### src/rtl/glip_deframer_pkg.sv
// Shared types for the GLIP packet deframer.
package glip_deframer_pkg;

    typedef enum logic {
        HDR,
        PAY
    } state_t;

endpackage

### src/rtl/glip_out_reg.sv
// One-entry valid/ready output register carrying a data word and a last flag.
module glip_out_reg #(
    parameter int unsigned WIDTH = 16
) (
    input  logic             clk,
    input  logic             clr,
    input  logic [WIDTH-1:0] in_data,
    input  logic             in_last,
    input  logic             in_valid,
    output logic             in_ready,
    output logic [WIDTH-1:0] out_data,
    output logic             out_last,
    output logic             out_valid,
    input  logic             out_ready
);

    // Accept when empty or when the held word leaves this cycle.
    assign in_ready = !out_valid || out_ready;

    always_ff @(posedge clk) begin
        if (clr) begin
            out_data  <= '0;
            out_last  <= 1'b0;
            out_valid <= 1'b0;
        end else if (in_valid && in_ready) begin
            out_data  <= in_data;
            out_last  <= in_last;
            out_valid <= 1'b1;
        end else if (out_valid && out_ready) begin
            out_last  <= 1'b0;
            out_valid <= 1'b0;
        end
    end

endmodule

### src/rtl/glip_packet_deframer.sv
// Splits the GLIP host->device word stream into length-prefixed packets with an
// end-of-packet marker on the last payload word.
module glip_packet_deframer
    import glip_deframer_pkg::*;
#(
    parameter int unsigned WIDTH = 16,
    parameter int unsigned CNT_W = 32
) (
    input  logic             clk_logic,
    input  logic             rst,
    input  logic             logic_rst,
    input  logic [WIDTH-1:0] in_data,
    input  logic             in_valid,
    output logic             in_ready,
    output logic [WIDTH-1:0] out_data,
    output logic             out_valid,
    output logic             out_last,
    input  logic             out_ready,
    output logic [CNT_W-1:0] pkt_count,
    output logic             err_zero_len
);

    localparam logic [WIDTH-1:0] ONE     = {{(WIDTH-1){1'b0}}, 1'b1};
    localparam logic [CNT_W-1:0] CNT_ONE = {{(CNT_W-1){1'b0}}, 1'b1};

    state_t           state;
    logic [WIDTH-1:0] remaining;
    logic             clr;
    logic             reg_in_valid;
    logic             reg_in_ready;
    logic             in_xfer;
    logic             out_xfer;

    assign clr          = rst | logic_rst;
    assign reg_in_valid = (state == PAY) && in_valid;
    // Headers never touch the output register, so they are always accepted.
    assign in_ready     = (state == HDR) ? 1'b1 : reg_in_ready;
    assign in_xfer      = in_valid && in_ready;
    assign out_xfer     = out_valid && out_ready;

    always_ff @(posedge clk_logic) begin
        if (clr) begin
            state        <= HDR;
            remaining    <= '0;
            pkt_count    <= '0;
            err_zero_len <= 1'b0;
        end else begin
            err_zero_len <= 1'b0;
            if (out_xfer && out_last) begin
                pkt_count <= pkt_count + CNT_ONE;
            end
            if (in_xfer) begin
                unique case (state)
                    HDR: begin
                        remaining <= in_data;
                        if (in_data == '0) begin
                            err_zero_len <= 1'b1;
                        end else begin
                            state <= PAY;
                        end
                    end
                    PAY: begin
                        // PAY is only entered with remaining >= 1, so this cannot underflow.
                        remaining <= remaining - ONE;
                        if (remaining == ONE) begin
                            state <= HDR;
                        end
                    end
                    default: state <= HDR;
                endcase
            end
        end
    end

    glip_out_reg #(
        .WIDTH(WIDTH)
    ) u_out_reg (
        .clk      (clk_logic),
        .clr      (clr),
        .in_data  (in_data),
        .in_last  (remaining == ONE),
        .in_valid (reg_in_valid),
        .in_ready (reg_in_ready),
        .out_data (out_data),
        .out_last (out_last),
        .out_valid(out_valid),
        .out_ready(out_ready)
    );

endmodule
### config.mk
export PLATFORM = sky130hd
export DESIGN_NAME = glip_packet_deframer
export DESIGN_NICKNAME = d
export VERILOG_FILES = /design/src/rtl/glip_deframer_pkg.sv /design/src/rtl/glip_out_reg.sv /design/src/rtl/glip_packet_deframer.sv
export SDC_FILE = /design/constraint.sdc
export NUM_CORES = 1
export LEC_CHECK = 0
export BUFFER_PORTS_ARGS = -buffer_cell sky130_fd_sc_hd__buf_2
export CORE_MARGIN = 3
export CORE_UTILIZATION = 42
export DETAILED_ROUTE_END_ITERATION = 6
export GPL_TIMING_DRIVEN = 0
export PLACE_DENSITY_LB_ADDON = 0.2
export SLEW_MARGIN = 20
export SYNTH_ARGS = -nofsm -noshare
export SYNTH_HDL_FRONTEND = slang
export SYNTH_HIERARCHICAL = 1
export SYNTH_SLANG_ARGS = --single-unit
export TNS_END_PERCENT = 10
### constraint.sdc
create_clock -name clk_logic -period 2 [get_ports clk_logic]
set_input_delay 0.2 -clock clk_logic [delete_from_list [all_inputs] [get_ports clk_logic]]
set_output_delay 0.2 -clock clk_logic [all_outputs]
set_load 0.005 [all_outputs]
---- Word level (Yosys, flattened, before mapping) ----
Cells that the tools add are included.
cells by class
  reductions and logical operators ........ 10
  add/subtract/negate cells ............... 2
  multiplexer cells ....................... 9
  equal/unequal tests ..................... 1
  bitwise logic cells ..................... 3
operators with widths
  kind                     count
  $add A32 B1 Y32 const B  1
  $pmux W16 S2             1
  $eq A16 B1 Y1 const B    1
  $logic_not A16 Y1        1
  $sub A16 B1 Y16 const B  1
  $mux W1                  7
  $logic_and A1 B1 Y1      5
  $reduce_or A3 Y1         1
  $not A1 Y1               2
  $pmux W1 S2              1
  $reduce_bool A2 Y1       1
  $logic_not A1 Y1         1
  $logic_or A1 B1 Y1       1
  $or A1 B1 Y1             1
word-level totals
  output and inout bits ................... 52
  flip-flop bits (word level) ............. 68
  input port bits ......................... 21
  logic and storage cells ................. 32

---- Logic depth before layout (Yosys ltp) ----
  depth in word-level cells ............... 6
  depth in mapped cells ................... 11

---- Modules after synthesis ----
Netlist, hierarchy kept.
by module, submodules not included
  module                cells each  area each (µm²)  times used  seq. area each (µm²)
  glip_packet_deframer  319         2,581.2          1           1,001.0
  glip_out_reg          82          748.2            1           360.3

---- Worst setup path after synthesis ----
No wires, ideal clock.
  path kind ............................... reg-to-reg
  from .................................... reg remaining[7]
  to ...................................... reg u_out_reg.out_last
  cell stages (with the launch flop) ...... 7
  setup slack ............................. -104 ps
  path buffers ............................ 0
  library setup time ...................... 70 ps
  data arrival time ....................... 2,034 ps
  cells stage by stage .................... dfxtp_1 -> or4_4 -> or4_4 -> nor4_2 -> mux2i_1 -> or2_1 -> a21oi_1
on the way
  cells in the longest elaborated chain, start to end .. 2
ends and longest elaborated chain
  item                    line                        text
  start, declared         glip_packet_deframer.sv:27  logic [WIDTH-1:0] remaining;
  start signal, assigned  glip_packet_deframer.sv:55  remaining <= in_data;
  start signal, assigned  glip_packet_deframer.sv:64  remaining <= remaining - ONE;
  $eq A16 B1 Y1           glip_packet_deframer.sv:81  .in_last (remaining == ONE),
  $mux W1                 glip_out_reg.sv:25          end else if (in_valid && in_ready) begin
  end signal, assigned    glip_out_reg.sv:27          out_last <= in_last;
  end, declared           glip_out_reg.sv:12          output logic out_last,
Every way passes these cells.
A chain may end at the register's enable or synchronous reset.

---- Worst setup path after layout ----
  from .................................... reg remaining[8]
  to ...................................... reg u_out_reg.out_last
The elaborated chain is that of the path after synthesis.

==> impl_metrics.csv <==
group,metric,value,unit
grt,grt_pass1_vias,3027,
grt,grt_antenna_before_repair,0,
pwr,power_frac_seq,0.471,
floorplan,rows,31,
route,drtPass1Iterations,5,
route,drtIter0Drc,209,
setup_path,crit_arrival,2.40,ns
hold_path,holdCritPathClass,"in -> reg",
timing,worst_pin_slew,0.595,ns
route,wl_met2,4.09,mm
clock_network,cts_tree,"yes",
synthesis,synth_most_common_cell,"dfxtp_1",
route,wl_met3,632,um
timing,tns,-0.296,ns
pwr,irDropWorstVdd,0.369,mV
clock_network,clock_latency,0.34,ns
timing,holdWs,0.144,ns
timing,setup_violations,3,
route,wl_met1,4.33,mm
synthesis,synth_cell_types,56,
timing,hold_viol_final,0,
grt,grt_pass1_wl,14.9,mm
placed_design,hpwlAfterDp,6.63,mm
route,drt.antenna.violating_nets,0,
run_status,outcome,"finished, violations left",
floorplan,io_pins,73,
setup_path,worst_ep_required_time,2.27,ns
pwr,power_density,719,nW/um^2
synthesis,ys_ff_latch,68,
run_status,violations,"setup timing",
setup_path,r2r_start,"remaining[8]$_SDFFE_PP0P_",
floorplan,die_h,95.0,um
timing,setup_slack,-0.128,ns
placed_design,dp_cells,572,
route,viasPerCell,5.59,
timing,drv_slew,0,
synthesis,ys_seq_area_frac,0.409,
setup_path,path_class,"reg -> reg",
setup_path,r2r_slack,-0.13,ns
setup_path,critPathMaxFanout,6,
pwr,power.switching,742,uW
clock_network,cts.sinks,68,
synthesis,syn_area,3330,sq um
grt,grt-ovfl-total,0,
timing,fin_crit_sh,1.06,
floorplan,die_area,9030,sq um
clock_network,cts_hold_buffers,0,
synthesis,avgSynthCellArea,8.30,sq um
setup_path,cp-end-kind,"flip-flop",
timing,fmax,470,MHz
placed_design,pre_cts_slack,-0.301,ns
setup_path,rr_worst_depth,6,
hold_path,hold_depth,3,
synthesis,synthTopCellsByCount,"dfxtp_1, nor2_1, nand3_1",
pwr,internal-power,2.22,mW
route,highest_layer,"met4",
timing,slew_headroom,0.603,
final_layout,instances_no_fill,592,
pwr,p_leak,1.70,nW
synthesis,async_flop_share,0,
synthesis,synth_warnings,6,
floorplan,start_util,0.445,
synthesis,syn-num-nets,425,
pwr,clkPwrFrac,0.431,
timing,fin_crit,2.13,ns
clock_network,clkTransAtPathRegs,0.07,ns
synthesis,syn-instance-count,401,
final_layout,layout-drive-gt1-share,0.252,
grt,grt_usage,0.211,
final_layout,fillers,732,
synthesis,yosys.area.top_type,"dfxtp_1",
flow_run,maxCapViolations,0,
hold_path,hold_start,"in_data[7]",
synthesis,synth_top_area_share,0.409,
pwr,swShare,0.250,
floorplan,die_w,95.0,um
final_layout,final_nets,512,
timing,rsz0062_at_grt,"true",
hold_path,hold-path-endpoint,"u_out_reg/out_data[7]$_SDFFE_PP0P_",
pwr,pwr-share-comb,0.098,
floorplan,core_area,7490,sq um
synthesis,synth-main-ff-cell,"dfxtp_1",
synthesis,synth-edff-count,0,
timing,clock_skew,0.00616,ns
pwr,total_power,2.96,mW
setup_path,worstSetupStartpointType,"flip-flop",
clock_network,cts-root-buf,"clkbuf_8",
placed_design,gp_congestion,0.864,
clock_network,clock_path_buffers,2,
route,num_vias,3309,
route,drc,0,
route,avgRoutedWirePerCell,15.6,um
synthesis,yosys-top-cells-area,"dfxtp_1, xor2_1, nor2_1",
final_layout,syn_to_final_growth,23.8,%
placed_design,portBuffers,72,
route,drt-total-wl,9.25,mm
final_layout,antennaDiodeCount,0,
setup_path,timing.rr.end,"u_out_reg/out_last$_SDFFE_PP0P_",
clock_network,h-tree-depth,3,
grt,grt_max_degree,17,
clock_network,cts_made_buffers,9,
through the flow:
step                 util  instance area (sq um)
floorplan               -                   3340
global placement    0.511                   3820
detailed placement  0.511                   3820
CTS                 0.543                   4060
global route        0.551                   4120
finish              0.551                   4120
how the worst max path moves through the flow:
stage          depth (start not counted)                             start                               to  slack, ns
2_1_floorplan                          6         remaining[7]$_SDFFE_PP0P_  u_out_reg/out_last$_SDFFE_PP0P_       0.04
3_3_place_gp                          11  u_out_reg/out_valid$_SDFFE_PP0P_        remaining[4]$_SDFFE_PP0P_      -0.27
3_5_place_dp                          11  u_out_reg/out_valid$_SDFFE_PP0P_        remaining[4]$_SDFFE_PP0P_      -0.30
4_1_cts                                6         remaining[7]$_SDFFE_PP0P_  u_out_reg/out_last$_SDFFE_PP0P_      -0.12
5_1_grt                                6         remaining[7]$_SDFFE_PP0P_  u_out_reg/out_last$_SDFFE_PP0P_      -0.22
6_report                               6         remaining[8]$_SDFFE_PP0P_  u_out_reg/out_last$_SDFFE_PP0P_      -0.13
routing by layer:
metal / track usage / vias to the layer above
li1: - / 1620
met1: 0.294 / 1559
met2: 0.316 / 113
met3: 0.0387 / 17
met4: 0.0986 / 0
met5: 0 / -
cell usage in the layout (no fill, tap or decap), drive strengths merged, types with 5 or more instances in the layout:
| cell | count |
|---|---|
| buf | 85 |
| dfxtp | 68 |
| nor2 | 47 |
| nand3 | 34 |
| a21oi | 33 |
| clkbuf | 26 |
| xor2 | 25 |
| nand2 | 23 |
| o21ai | 23 |
| nand4 | 18 |
| inv | 13 |
| and3 | 10 |
| nor4 | 7 |
| and2 | 6 |
| or3 | 5 |
| a211oi | 5 |
cells by family (layout without fill, tap and decap cells):
logic type,count (synthesis),after routing,synth area share
AND/OR/NAND/NOR,173,173,0.272
multiplexers,4,4,0.0120
flip-flops,68,68,0.409
buffers and inverters,37,129,0.0601
adder cells (fa/ha/maj),3,3,0.0113
AO/OA/AOI/OAI,87,87,0.159
XOR/XNOR,29,29,0.0763
worst max-delay path, stage by stage, from the launching register on:
cell	delay, ns
dfxtp_1	0.37
or4_4	0.54
or4_4	0.46
nor4_4	0.22
mux2i_1	0.11
or2_1	0.22
a21oi_1	0.14
state kept, by name (all words and copies together), names as in the netlist:
register and cells:
state 1, u_out_reg/out_data 16, u_out_reg/out_valid 1, pkt_count 32, err_zero_len 1, u_out_reg/out_last 1, remaining 16
cell type report:
type,count,area (sq um),share of cell area
multi-input cells,296,1800,0.437
flip-flops and latches,68,1370,0.331
repair buffers,77,398,0.0965
plain buffers,24,158,0.0383
clock buffers,10,138,0.0334
well taps,99,124,0.0301
clock inverters,6,86.3,0.0209
inverters,12,52.6,0.0128
power groups by stage:
stage                     Clock (mW)  Sequential, mW  Combinational, mW
final                           1.28            1.40              0.290
after global routing            1.38            1.40              0.317
after CTS                       1.30            1.39              0.283
after detailed placement           0            1.43              0.280
after global placement             0            1.43              0.277
after floorplan                    0            1.42              0.189
timing repair:
| item | in CTS | in global routing |
|---|---|---|
| setup endpoints to repair | 44 | 38 |
| pin swaps | 1 | 2 |
| hold endpoints to repair | 0 | 0 |
| resized for setup | 9 | 14 |
| setup buffers | 0 | 5 |
(Power assumes the default switching activity.)
